==> src/rtl/wb_openram_multibank_pkg.sv <==
// Shared types and constants for the multi-bank Wishbone-to-OpenRAM bridge.
package wb_openram_multibank_pkg;

    localparam int STATE_W = 2;
    localparam int CNT_W   = 2;

    typedef enum logic [STATE_W-1:0] {
        ST_IDLE  = 2'd0,
        ST_ISSUE = 2'd1,
        ST_RWAIT = 2'd2,
        ST_RESP  = 2'd3
    } state_e;

    // Bank index width; a single-bank build still carries one bank bit so bank 1 decodes as unpopulated.
    function automatic int bank_w(input int n);
        return (n <= 2) ? 1 : $clog2(n);
    endfunction

endpackage

==> src/rtl/wb_openram_multibank_if.sv <==
// Wishbone classic slave-side signal bundle between the caravel MI A port and the bridge.
interface wb_openram_multibank_if;
    logic        wbs_stb_i;
    logic        wbs_cyc_i;
    logic        wbs_we_i;
    logic [3:0]  wbs_sel_i;
    logic [31:0] wbs_dat_i;
    logic [31:0] wbs_adr_i;
    logic        wbs_ack_o;
    logic        wbs_err_o;
    logic [31:0] wbs_dat_o;

    modport slave (
        input  wbs_stb_i, wbs_cyc_i, wbs_we_i, wbs_sel_i, wbs_dat_i, wbs_adr_i,
        output wbs_ack_o, wbs_err_o, wbs_dat_o
    );

    modport master (
        output wbs_stb_i, wbs_cyc_i, wbs_we_i, wbs_sel_i, wbs_dat_i, wbs_adr_i,
        input  wbs_ack_o, wbs_err_o, wbs_dat_o
    );
endinterface

==> src/rtl/wb_openram_multibank_bank_mux.sv <==
// Selects one macro's 32-bit read word from the concatenated dout bus.
module openram_bank_mux #(
    parameter int NUM_BANKS = 4,
    parameter int BANK_W    = 2
) (
    input  logic [NUM_BANKS*32-1:0] ram_dout0,
    input  logic [BANK_W-1:0]       bank,
    output logic [31:0]             dat_o
);

    always_comb begin
        dat_o = '0;
        for (int b = 0; b < NUM_BANKS; b++) begin
            if (bank == BANK_W'(b)) dat_o = ram_dout0[32*b +: 32];
        end
    end

endmodule

==> src/rtl/wb_openram_multibank.sv <==
// Wishbone classic slave bridging one address window onto NUM_BANKS OpenRAM 1RW macros.
//  state | meaning
//  IDLE  | waiting for a region hit; unpopulated bank answers with a one-cycle err
//  ISSUE | command presented to the macro, sampled on the edge leaving this state
//  RWAIT | waiting out read latency (writes pass through with a zero count)
//  RESP  | ack high for exactly this cycle
module wb_openram_multibank
    import wb_openram_multibank_pkg::*;
#(
    parameter int          NUM_BANKS = 4,
    parameter int          ADDR_W    = 8,
    parameter logic [31:0] BASE_ADDR = 32'h3000_0000,
    parameter logic [31:0] ADDR_MASK = 32'hFFFF_0000,
    parameter int          READ_LAT  = 1
) (
    input  logic                    wb_clk_i,
    input  logic                    wb_rst_ni,
    wb_openram_multibank_if.slave   wbs,
    output logic                    ram_clk0,
    output logic [NUM_BANKS-1:0]    ram_csb0,
    output logic                    ram_web0,
    output logic [3:0]              ram_wmask0,
    output logic [ADDR_W-1:0]       ram_addr0,
    output logic [31:0]             ram_din0,
    input  logic [NUM_BANKS*32-1:0] ram_dout0
);

    localparam int BANK_W = bank_w(NUM_BANKS);

    state_e                state_q, state_d;
    logic [CNT_W-1:0]      cnt_q, cnt_d;
    logic [BANK_W-1:0]     bank_q, bank_d;
    logic                  we_q, we_d;
    logic [NUM_BANKS-1:0]  csb_q, csb_d;
    logic                  web_q, web_d;
    logic [3:0]            wmask_q, wmask_d;
    logic [ADDR_W-1:0]     addr_q, addr_d;
    logic [31:0]           din_q, din_d;
    logic                  ack_q, ack_d;
    logic                  err_q, err_d;
    logic [31:0]           dat_q, dat_d;

    logic                  hit;
    logic [ADDR_W-1:0]     word_in;
    logic [BANK_W-1:0]     bank_in;
    logic [31:0]           mux_dat;

    assign hit     = wbs.wbs_stb_i & wbs.wbs_cyc_i & ((wbs.wbs_adr_i & ADDR_MASK) == BASE_ADDR);
    assign word_in = wbs.wbs_adr_i[2 +: ADDR_W];
    assign bank_in = wbs.wbs_adr_i[2+ADDR_W +: BANK_W];

    openram_bank_mux #(
        .NUM_BANKS (NUM_BANKS),
        .BANK_W    (BANK_W)
    ) u_bank_mux (
        .ram_dout0 (ram_dout0),
        .bank      (bank_q),
        .dat_o     (mux_dat)
    );

    always_comb begin
        state_d = state_q;
        cnt_d   = cnt_q;
        bank_d  = bank_q;
        we_d    = we_q;
        csb_d   = '1;
        web_d   = 1'b1;
        wmask_d = wmask_q;
        addr_d  = addr_q;
        din_d   = din_q;
        ack_d   = 1'b0;
        err_d   = 1'b0;
        dat_d   = dat_q;

        unique case (state_q)
            ST_IDLE: begin
                if (hit && !ack_q && !err_q) begin
                    if (int'(bank_in) >= NUM_BANKS) begin
                        err_d = 1'b1;
                    end else begin
                        for (int b = 0; b < NUM_BANKS; b++) begin
                            csb_d[b] = (bank_in != BANK_W'(b));
                        end
                        web_d   = ~wbs.wbs_we_i;
                        wmask_d = wbs.wbs_we_i ? wbs.wbs_sel_i : 4'h0;
                        addr_d  = word_in;
                        din_d   = wbs.wbs_dat_i;
                        bank_d  = bank_in;
                        we_d    = wbs.wbs_we_i;
                        state_d = ST_ISSUE;
                    end
                end
            end
            ST_ISSUE: begin
                if (!wbs.wbs_cyc_i) begin
                    state_d = ST_IDLE;
                end else begin
                    // Writes take one wait slot so their ack lines up with a READ_LAT=1 read.
                    cnt_d   = we_q ? '0 : CNT_W'(READ_LAT - 1);
                    state_d = ST_RWAIT;
                end
            end
            ST_RWAIT: begin
                if (!wbs.wbs_cyc_i) begin
                    state_d = ST_IDLE;
                end else if (cnt_q == '0) begin
                    if (!we_q) dat_d = mux_dat;
                    ack_d   = 1'b1;
                    state_d = ST_RESP;
                end else begin
                    cnt_d = cnt_q - 1'b1;
                end
            end
            ST_RESP: begin
                state_d = ST_IDLE;
            end
            default: state_d = ST_IDLE;
        endcase
    end

    always_ff @(posedge wb_clk_i or negedge wb_rst_ni) begin
        if (!wb_rst_ni) begin
            state_q <= ST_IDLE;
            cnt_q   <= '0;
            bank_q  <= '0;
            we_q    <= 1'b0;
            csb_q   <= '1;
            web_q   <= 1'b1;
            wmask_q <= '0;
            addr_q  <= '0;
            din_q   <= '0;
            ack_q   <= 1'b0;
            err_q   <= 1'b0;
            dat_q   <= '0;
        end else begin
            state_q <= state_d;
            cnt_q   <= cnt_d;
            bank_q  <= bank_d;
            we_q    <= we_d;
            csb_q   <= csb_d;
            web_q   <= web_d;
            wmask_q <= wmask_d;
            addr_q  <= addr_d;
            din_q   <= din_d;
            ack_q   <= ack_d;
            err_q   <= err_d;
            dat_q   <= dat_d;
        end
    end

    assign ram_clk0      = wb_clk_i;
    assign ram_csb0      = csb_q;
    assign ram_web0      = web_q;
    assign ram_wmask0    = wmask_q;
    assign ram_addr0     = addr_q;
    assign ram_din0      = din_q;
    assign wbs.wbs_ack_o = ack_q;
    assign wbs.wbs_err_o = err_q;
    assign wbs.wbs_dat_o = dat_q;

endmodule
==> src/flat_wrapper.sv <==
// flat-port wrapper written by rule: the top's interface ports become plain ports
module wb_openram_multibank_flat import wb_openram_multibank_pkg::*;
#(
    parameter int          NUM_BANKS = 4,
    parameter int          ADDR_W    = 8,
    parameter logic [31:0] BASE_ADDR = 32'h3000_0000,
    parameter logic [31:0] ADDR_MASK = 32'hFFFF_0000,
    parameter int          READ_LAT  = 1
)
  (wb_clk_i, wb_rst_ni, ram_clk0, ram_csb0, ram_web0, ram_wmask0, ram_addr0, ram_din0, ram_dout0, wbs_wbs_stb_i, wbs_wbs_cyc_i, wbs_wbs_we_i, wbs_wbs_sel_i, wbs_wbs_dat_i, wbs_wbs_adr_i, wbs_wbs_ack_o, wbs_wbs_err_o, wbs_wbs_dat_o);
  wb_openram_multibank_if wbs_i ();
  input  logic wb_clk_i;
  input  logic wb_rst_ni;
  output logic ram_clk0;
  output logic [NUM_BANKS-1:0] ram_csb0;
  output logic ram_web0;
  output logic [3:0] ram_wmask0;
  output logic [ADDR_W-1:0] ram_addr0;
  output logic [31:0] ram_din0;
  input  logic [NUM_BANKS*32-1:0] ram_dout0;
  input wire logic [$bits(wbs_i.wbs_stb_i)-1:0] wbs_wbs_stb_i;
  input wire logic [$bits(wbs_i.wbs_cyc_i)-1:0] wbs_wbs_cyc_i;
  input wire logic [$bits(wbs_i.wbs_we_i)-1:0] wbs_wbs_we_i;
  input wire logic [$bits(wbs_i.wbs_sel_i)-1:0] wbs_wbs_sel_i;
  input wire logic [$bits(wbs_i.wbs_dat_i)-1:0] wbs_wbs_dat_i;
  input wire logic [$bits(wbs_i.wbs_adr_i)-1:0] wbs_wbs_adr_i;
  output wire logic [$bits(wbs_i.wbs_ack_o)-1:0] wbs_wbs_ack_o;
  output wire logic [$bits(wbs_i.wbs_err_o)-1:0] wbs_wbs_err_o;
  output wire logic [$bits(wbs_i.wbs_dat_o)-1:0] wbs_wbs_dat_o;
  assign wbs_i.wbs_stb_i = wbs_wbs_stb_i;
  assign wbs_i.wbs_cyc_i = wbs_wbs_cyc_i;
  assign wbs_i.wbs_we_i = wbs_wbs_we_i;
  assign wbs_i.wbs_sel_i = wbs_wbs_sel_i;
  assign wbs_i.wbs_dat_i = wbs_wbs_dat_i;
  assign wbs_i.wbs_adr_i = wbs_wbs_adr_i;
  assign wbs_wbs_ack_o = wbs_i.wbs_ack_o;
  assign wbs_wbs_err_o = wbs_i.wbs_err_o;
  assign wbs_wbs_dat_o = wbs_i.wbs_dat_o;
  wb_openram_multibank #(.NUM_BANKS(NUM_BANKS), .ADDR_W(ADDR_W), .BASE_ADDR(BASE_ADDR), .ADDR_MASK(ADDR_MASK), .READ_LAT(READ_LAT)) u_core (.wb_clk_i(wb_clk_i), .wb_rst_ni(wb_rst_ni), .wbs(wbs_i), .ram_clk0(ram_clk0), .ram_csb0(ram_csb0), .ram_web0(ram_web0), .ram_wmask0(ram_wmask0), .ram_addr0(ram_addr0), .ram_din0(ram_din0), .ram_dout0(ram_dout0));
endmodule
==> config.mk <==
export PLATFORM = sky130hd
export DESIGN_NAME = wb_openram_multibank_flat
export DESIGN_NICKNAME = d
export VERILOG_FILES = /design/src/rtl/wb_openram_multibank_pkg.sv /design/src/rtl/wb_openram_multibank_if.sv /design/src/rtl/wb_openram_multibank_bank_mux.sv /design/src/rtl/wb_openram_multibank.sv /design/src/flat_wrapper.sv
export SDC_FILE = /design/constraint.sdc
export NUM_CORES = 1
export LEC_CHECK = 0
export BUFFER_PORTS_ARGS = -buffer_cell sky130_fd_sc_hd__buf_4
export CORE_ASPECT_RATIO = 0.75
export CORE_MARGIN = 8
export CORE_UTILIZATION = 40
export DETAILED_ROUTE_END_ITERATION = 8
export MAX_ROUTING_LAYER = met4
export PLACE_DENSITY = 0.76
export SKIP_LAST_GASP = 1
export SYNTH_ARGS = -nofsm -noshare
export SYNTH_HDL_FRONTEND = slang
export SYNTH_HIERARCHICAL = 1
export SYNTH_SLANG_ARGS = --single-unit
==> constraint.sdc <==
create_clock -name wb_clk_i -period 3.6 [get_ports wb_clk_i]
set_input_delay 0.36 -clock wb_clk_i [delete_from_list [all_inputs] [get_ports wb_clk_i]]
set_output_delay 0.36 -clock wb_clk_i [all_outputs]
set_load 0.01 [all_outputs]
# Word-level counts from Yosys, hierarchy flattened
# Index checks and enable logic that the tools add are counted.
# word_totals
regBits,89
in_bits,201
wordCells,63
# classes
n_addsub,1
n_eq_ne,15
mux,21
bitwise,4
n_reduce_logical,11
# ops
op,n
$mux 32,4
$eq 16x14->1 const B,1
$mux 2,7
$mux 4,3
$ne 2x2->1 const B,5
$eq 2x2->1 const B,4
$pmux 2 s4,1
$reduce_and 4->1,2
$logic_not 2->1,3
$mux 1,5
$eq 2x1->1 const B,2
$ne 2x1->1 const B,2
$pmux 2 s2,1
$reduce_and 2->1,2
$reduce_bool 2->1,2
$ne 3x2->1 const B,1
$and 1x1->1,2
$not 1->1,2
$sub 2x1->2 const B,1
$logic_and 1x1->1,1
$logic_not 1->1,1

# Depth between registers and ports, before layout
# Gate-level depths: netlist of the first run.
# logic_depth
ltp_word,5
mapped_depth,6
ltp_nobuf,6

# Hierarchy
# The synthesis of the first run kept the hierarchy.
# modules_own_cells
module,instances,cells_each,area_each_um2
wb_openram_multibank,1,224,3592.2
openram_bank_mux,1,39,814.5

==> run metrics, run 1 <==
delay-heaviest family, CP buffers and inverters; proportion of layout cells with a drive suffix above 1 0.7587; number of hold-slack violations in the final timing report 0; reg-to-reg startpoint u_core/cnt_q[0]; worst relative slew slack 0.3973; sequential fraction of design power 0.425; vias in the first global route 3883; Syn Std Cell Area 0.004407 sq mm; worst-path cell chain clkbuf_16, clkbuf_16, buf_4; portion of total power attributed to the clock network 0.482; critical-path cell with the highest stage delay sky130_fd_sc_hd__buf_4; cell area after layout 0.006905 sq mm; Async S/R FF share, synth 1.000; depth of the worst register-to-register path 6; detailed-router iteration count before antenna repair 4; peak ir drop on the vdd network 0.0002025 V; post-detailed-route wirelength per cell 20.77 um; sequential share of the synthesized area 0.5068; Worst Setup End Kind primary output; highest cell delay on the worst timing path 130 ps; library cell occupying the most area in the post-synthesis netlist sky130_fd_sc_hd__dfrtp_1; main flop type after synthesis sky130_fd_sc_hd__dfrtp_1; DR vias 3433; Area growth syn-to-layout 56.70%; dominant combinational cell family by area after synthesis multiplexers; initial cell density of the core 0.4074; unrepaired setup endpoints after global routing no; measured slew at the worst slew-check pin 904.0 ps; Final Wtd Congestion 0.7901; syn avg cell area 16.76 sq um; number of synthesized flops with an enable pin 0; max-slew violation count 0; input/output buffers 277; initial antenna violation count 0; Detailed Route WL 14270 um; launching element type of the critical path clock port; DRC marker count from the first detailed-route iteration 120; Synth Area in Compound Gates 0.007382; CP dominant cell by count sky130_fd_sc_hd__clkbuf_16; class of the worst hold path input pin to async pin; combinational share of power 0.093; CP arrival 2180 ps; run status completed; GR Util All Layers 0.1992; largest net degree at the start of global routing 73; drt via density 4.997; switching power 463.1 uW; top cells by area, synth sky130_fd_sc_hd__dfrtp_1 48%, sky130_fd_sc_hd__mux4_2 15%, sky130_fd_sc_hd__mux2_2 12%; post-synthesis xor/xnor area fraction 0.001988; Setup violations, final 0; number of nets in the finished design 744; met3 wire length 1228 um; net count of the mapped netlist 465; total cell area at the placement stage 0.006521 sq mm; Sw Ratio 0.1967; hold slack final 48.59 ps; arithmetic-cell share of the synthesized area counting full adders, half adders and majority gates 0.002839; setup fix buffers added after clock tree synthesis 0; CP Class clock port to primary output; Hold Buf Count CTS 0; Power Dens Cells 340.9 mW/mm^2; post-route total power 2354 uW; wire length of the first global-routing pass 21450 um; clock skew 6.527 ps; clock latency on the worst-skew pair 440 ps; CTS tree yes; Reg-to-Reg End u_core/wbs.wbs_dat_o[1]; cell row count 33; DRC violations left 0; share of synthesized area spent on multiplexers 0.3881; count of cells resized by post-cts repair 0; final setup TNS 0 ps; Max-Cap Viols 0; sum of net half-perimeters after detailed placement 11510 um; Top Layer Used met4; number of antenna repair diodes 0; area share of the largest cell type after synthesis 0.4770; area fraction in and, or, nand and nor cells after synthesis 0.04089; overall die area 0.01467 sq mm; count of nets left with antenna violations after detail routing 0; Clk pin slew, worst setup/hold paths 60 ps; Critical Path Fanout Max 2; Synthesis Warnings 6; internal power of the cells 1891 uW; gate count after technology mapping 263; Cell variety after synth 33; buffers plus inverters on the worst setup path 3; most common library cells after synthesis 84 x sky130_fd_sc_hd__dfrtp_1, 47 x sky130_fd_sc_hd__mux2_2, 30 x sky130_fd_sc_hd__mux4_2; core area 0.01082 sq mm; number of register bits inferred by synthesis 89; metal1 wirelength 5223 um; routed length on met2 7615 um; CP required 3240 ps; cell with the most instances after synthesis sky130_fd_sc_hd__dfrtp_1; leftover overflow at the end of global routing 0; die height 106.9 um; worst setup slack for register-to-register paths 1330 ps; total of fill cells in the finished design 860; x dimension of the die 137.2 um; number of I/O pins 285; Leakage Power 0.003505 uW
==> final cells by class <==
type / instances / area, sq um / share of cell area
flip-flops and latches: 89 / 2235 / 0.3236
repair buffers: 282 / 2117 / 0.3066
multi-input cells: 149 / 1961 / 0.2839
clock buffers: 16 / 339.1 / 0.04910
well taps: 140 / 175.2 / 0.02537
clock inverters: 4 / 52.55 / 0.007610
inverters: 7 / 26.28 / 0.003805
==> sequential cells by signal, summed over array words and instances (netlist names) <==
name,count
u_core/bank_q,2
u_core/cnt_q,2
u_core/ram_addr0,8
u_core/ram_csb0,4
u_core/ram_din0,32
u_core/ram_web0,1
u_core/ram_wmask0,4
u_core/state_q,2
u_core/wbs.wbs_ack_o,1
u_core/wbs.wbs_dat_o,32
u_core/we_q,1
==> worst max path at each step <==
stage                                from                 endpoint  slack [ps]  depth (start not counted)
after floorplan                  wb_clk_i                 ram_clk0        1320                          1
final                            wb_clk_i                 ram_clk0        1060                          3
after global routing             wb_clk_i                 ram_clk0        1050                          3
after detailed placement  u_core/cnt_q[0]  u_core/wbs.wbs_dat_o[1]        1310                          6
after CTS                        wb_clk_i                 ram_clk0        1060                          3
after global placement           wb_clk_i                 ram_clk0        1320                          1
==> cell usage in the layout (no fill, tap or decap), types with 2 or more instances in the layout <==
master and count:
sky130_fd_sc_hd__mux2_1 2, sky130_fd_sc_hd__nand2_1 9, sky130_fd_sc_hd__clkbuf_8 2, sky130_fd_sc_hd__a21oi_1 2
sky130_fd_sc_hd__mux4_2 30, sky130_fd_sc_hd__mux2_2 47, sky130_fd_sc_hd__mux4_1 2, sky130_fd_sc_hd__buf_4 283
sky130_fd_sc_hd__nor3_4 2, sky130_fd_sc_hd__clkinv_4 2, sky130_fd_sc_hd__mux2_4 26, sky130_fd_sc_hd__nor4_2 2
sky130_fd_sc_hd__nand3b_1 2, sky130_fd_sc_hd__clkbuf_16 12, sky130_fd_sc_hd__dfrtp_1 83, sky130_fd_sc_hd__nand3_1 3
sky130_fd_sc_hd__o21ai_0 3, sky130_fd_sc_hd__mux2i_1 4, sky130_fd_sc_hd__nor2_1 2, sky130_fd_sc_hd__inv_1 7
sky130_fd_sc_hd__nor3_1 2, sky130_fd_sc_hd__dfstp_2 5
==> power groups by stage <==
stage	sequential (uW)	combinational, uW	clock, uW
final	1000	219	1130
after global routing	1000	236	1220
after CTS	1000	222	1170
after detailed placement	1020	221	22.9
after global placement	1020	214	22.9
after floorplan	1020	32.6	22.9
==> routing by layer <==
layer	global-route usage	vias up
li1	-	1545
met1	0.2081	1718
met2	0.3445	155
met3	0.07477	15
met4	0.05878	0
met5	-	-
==> per-stage QoR <==
step	util	cells	setup slack, ps
after detailed placement	0.6028	668	1306
after global routing	0.6383	687	1055
after CTS	0.6383	687	1058
after floorplan	-	263	1321
final	0.6383	687	1062
after global placement	0.6028	668	1321
==> cell families after synthesis <==
kind of cell               Yosys count
muxes                              111
DFF                                 89
and+or+nand+nor                     29
buffers and inverters               25
AOI/OAI and AO/OA                    6
adders and majority gates            1
other                                1
xor gates and xnor gates             1
Note: power is estimated with default switching activity, not from simulation.
==> run 2: changes to the inputs <==
ABC_AREA = 1   (was unset)
PLACE_DENSITY = 0.75   (was 0.76)
clock period = 2.45 ns   (was 3.6 ns; I/O delays follow)
==> run metrics, run 2 <==
run status completed (unchanged); drt via density 5.159 (was 4.997); number of I/O pins 285 (unchanged); sum of net half-perimeters after detailed placement 12750 um (was 11510 um); Final Wtd Congestion 0.8744 (was 0.7901); Leakage Power 0.003773 uW (was 0.003505 uW); routing layer with the top usage in global route met2 (unchanged); internal power of the cells 3499 uW (was 1891 uW); count of cells resized by post-cts repair 0 (unchanged); most common library cells after synthesis 170 x sky130_fd_sc_hd__nand2_1, 142 x sky130_fd_sc_hd__nand3_1, 84 x sky130_fd_sc_hd__dfrtp_1 (was 84 x sky130_fd_sc_hd__dfrtp_1, 47 x sky130_fd_sc_hd__mux2_2, 30 x sky130_fd_sc_hd__mux4_2); initial antenna violation count 0 (unchanged); Clk pin slew, worst setup/hold paths 60 ps (about the same); sequential share of the synthesized area 0.4848 (was 0.5068); GR Util All Layers 0.2217 (was 0.1992); syn avg cell area 7.795 sq um (was 16.76 sq um); Area growth syn-to-layout 53.01% (was 56.70%); post-route total power 5059 uW (was 2354 uW); measured slew at the worst slew-check pin 645.4 ps (was 904.0 ps); x dimension of the die 139.9 um (was 137.2 um); portion of total power attributed to the clock network 0.319 (was 0.482); clock latency on the worst-skew pair 440 ps (about the same); overall die area 0.01524 sq mm (was 0.01467 sq mm); main flop type after synthesis sky130_fd_sc_hd__dfrtp_1 (unchanged); net count of the mapped netlist 793 (was 465); gate count after technology mapping 591 (was 263); combinational share of power 0.296 (was 0.093); input/output buffers 277 (unchanged); number of antenna repair diodes 0 (unchanged); launching element type of the critical path clock port (unchanged); sequential fraction of design power 0.384 (was 0.425); Power Dens Cells 717.6 mW/mm^2 (was 340.9 mW/mm^2); number of synthesized flops with an enable pin 0 (unchanged); CP arrival 1610 ps (was 2180 ps); area share of the largest cell type after synthesis 0.4563 (was 0.4770); largest net degree at the start of global routing 66 (was 73); unrepaired setup endpoints after global routing no (unchanged); clock skew 8.734 ps (was 6.527 ps); Async S/R FF share, synth 1.000 (unchanged); met1 Use GR 0.2556 (was 0.2081); switching power 1560 uW (was 463.1 uW); die height 108.9 um (was 106.9 um); final setup TNS 0 ps (unchanged); proportion of layout cells with a drive suffix above 1 0.3728 (was 0.7587); Critical Path Fanout Max 2 (unchanged); library cell occupying the most area in the post-synthesis netlist sky130_fd_sc_hd__dfrtp_1 (unchanged); CP required 2200 ps (was 3240 ps); GR met3 Demand/Resource 0.07568 (was 0.07477); cell row count 34 (was 33); vias in the first global route 5227 (was 3883); initial cell density of the core 0.4041 (was 0.4074); peak ir drop on the vdd network 0.0004991 V (was 0.0002025 V); DR vias 5144 (was 3433); Worst Setup End Kind primary output (unchanged); number of hold-slack violations in the final timing report 0 (unchanged); commonest cells after routing, fill and taps aside 286 x sky130_fd_sc_hd__buf_4, 170 x sky130_fd_sc_hd__nand2_1, 142 x sky130_fd_sc_hd__nand3_1 (was 283 x sky130_fd_sc_hd__buf_4, 83 x sky130_fd_sc_hd__dfrtp_1, 47 x sky130_fd_sc_hd__mux2_2); CTS tree yes (unchanged); Sw Ratio 0.3083 (was 0.1967); Detailed Route WL 16960 um (was 14270 um); Synthesis Warnings 6 (unchanged); worst relative slew slack 0.5698 (was 0.3973); number of register bits inferred by synthesis 89 (unchanged); top cells by area, synth sky130_fd_sc_hd__dfrtp_1 46%, sky130_fd_sc_hd__nand3_1 15%, sky130_fd_sc_hd__nand2_1 14% (was sky130_fd_sc_hd__dfrtp_1 48%, sky130_fd_sc_hd__mux4_2 15%, sky130_fd_sc_hd__mux2_2 12%); commonest non-fill, non-tap cell in the layout sky130_fd_sc_hd__buf_4 (unchanged); cell with the most instances after synthesis sky130_fd_sc_hd__nand2_1 (was sky130_fd_sc_hd__dfrtp_1); Max-Cap Viols 0 (unchanged); number of nets in the finished design 1050 (was 744); DRC violations left 0 (unchanged); detailed-router iteration count before antenna repair 5 (was 4); Setup violations, final 0 (unchanged); leftover overflow at the end of global routing 0 (unchanged); DRC marker count from the first detailed-route iteration 339 (was 120); wire length of the first global-routing pass 26180 um (was 21450 um); CP Class clock port to primary output (unchanged); met2 layer usage reported by global route 0.3588 (was 0.3445); Cell variety after synth 23 (was 33); post-detailed-route wirelength per cell 17.01 um (was 20.77 um); core area 0.01140 sq mm (was 0.01082 sq mm); count of nets left with antenna violations after detail routing 0 (unchanged); max-slew violation count 0 (unchanged); setup fix buffers added after clock tree synthesis 0 (unchanged); class of the worst hold path input pin to flop (was input pin to async pin); Syn Std Cell Area 0.004607 sq mm (was 0.004407 sq mm)
run 2: cell count changes in the layout (fill, tap and decap cells not counted), sizes merged, moves of 10 or more:
cell | previous run | this run
nand4 | 1 | 39
o21ai | 3 | 37
nor2 | 2 | 12
mux4 | 32 | 0
mux2 | 75 | 0
nand3 | 3 | 142
inv | 7 | 51
nand2 | 9 | 170
run 2: through the flow:
stage	cells	utilization	area [sq um]	hold WS [ps]	setup WS (ps)
5_1_grt	997	0.6183	7049	11.37	544.2
2_1_floorplan	591	-	4607	-50.59	860.9
3_5_place_dp	976	0.5849	6669	284.3	724.6
4_1_cts	997	0.6183	7049	5.238	588.5
3_3_place_gp	976	0.5849	6669	275.2	793.8
6_report	997	0.6183	7049	22.68	595.2
run 2: per-layer routing:
metal	vias to the layer above	share of wire
met5	-	0
met4	0	0.016
met3	22	0.095
met2	261	0.49
met1	2401	0.40
li1	2460	-
run 2: final timing paths:
kind                               startpoint                       end  cells after the start  slack (ps)
min in group asynchronous           wb_rst_ni       u_core/ram_addr0[7]                      2         340
min                              wbs_wbs_we_i           u_core/ram_web0                      2          20
max                                  wb_clk_i                  ram_clk0                      3         600
max in group asynchronous           wb_rst_ni        u_core/ram_din0[3]                      3        1480
max reg2reg                  u_core/bank_q[0]  u_core/wbs.wbs_dat_o[18]                      5         720
min reg2reg                u_core/ram_din0[2]        u_core/ram_din0[2]                      2         470
run 2: logic make-up after synthesis:
family	after synthesis	share of synthesized area
other	1	0.0008140
and+or+nand+nor	365	0.3647
AOI/OAI and AO/OA	38	0.04128
adders and majority gates	1	0.002715
buffers and inverters	97	0.1056
DFF	89	0.4848
run 2: layout make-up:
cell class,count,area (sq um)
fill,999,4352
timing repair buffer,288,2180
clock inverter,3,45.04
sequential,89,2236
clock buffer,17,322.8
inverter,51,191.4
multi-input combinational,405,1894
tap,144,180.2
run 2: power by group through the flow:
stage | registers [uW] | logic [uW] | clock network [uW]
after floorplan | 2070 | 498 | 33.6
after global placement | 1970 | 1470 | 33.6
after detailed placement | 1980 | 1510 | 33.6
after CTS | 1950 | 1520 | 1670
after global routing | 1980 | 1650 | 1730
final | 1940 | 1500 | 1610
run 2: timing repair:
action / 4_1_cts / 5_1_grt
hold buffers: 2 / 0
setup endpoints to repair: 0 / 0
endpoints found under the hold margin: 39 / 0
run 2: critical path, cell delays in order:
cell and delay (ps):
sky130_fd_sc_hd__clkbuf_16 120, sky130_fd_sc_hd__clkbuf_16 130, sky130_fd_sc_hd__buf_4 130
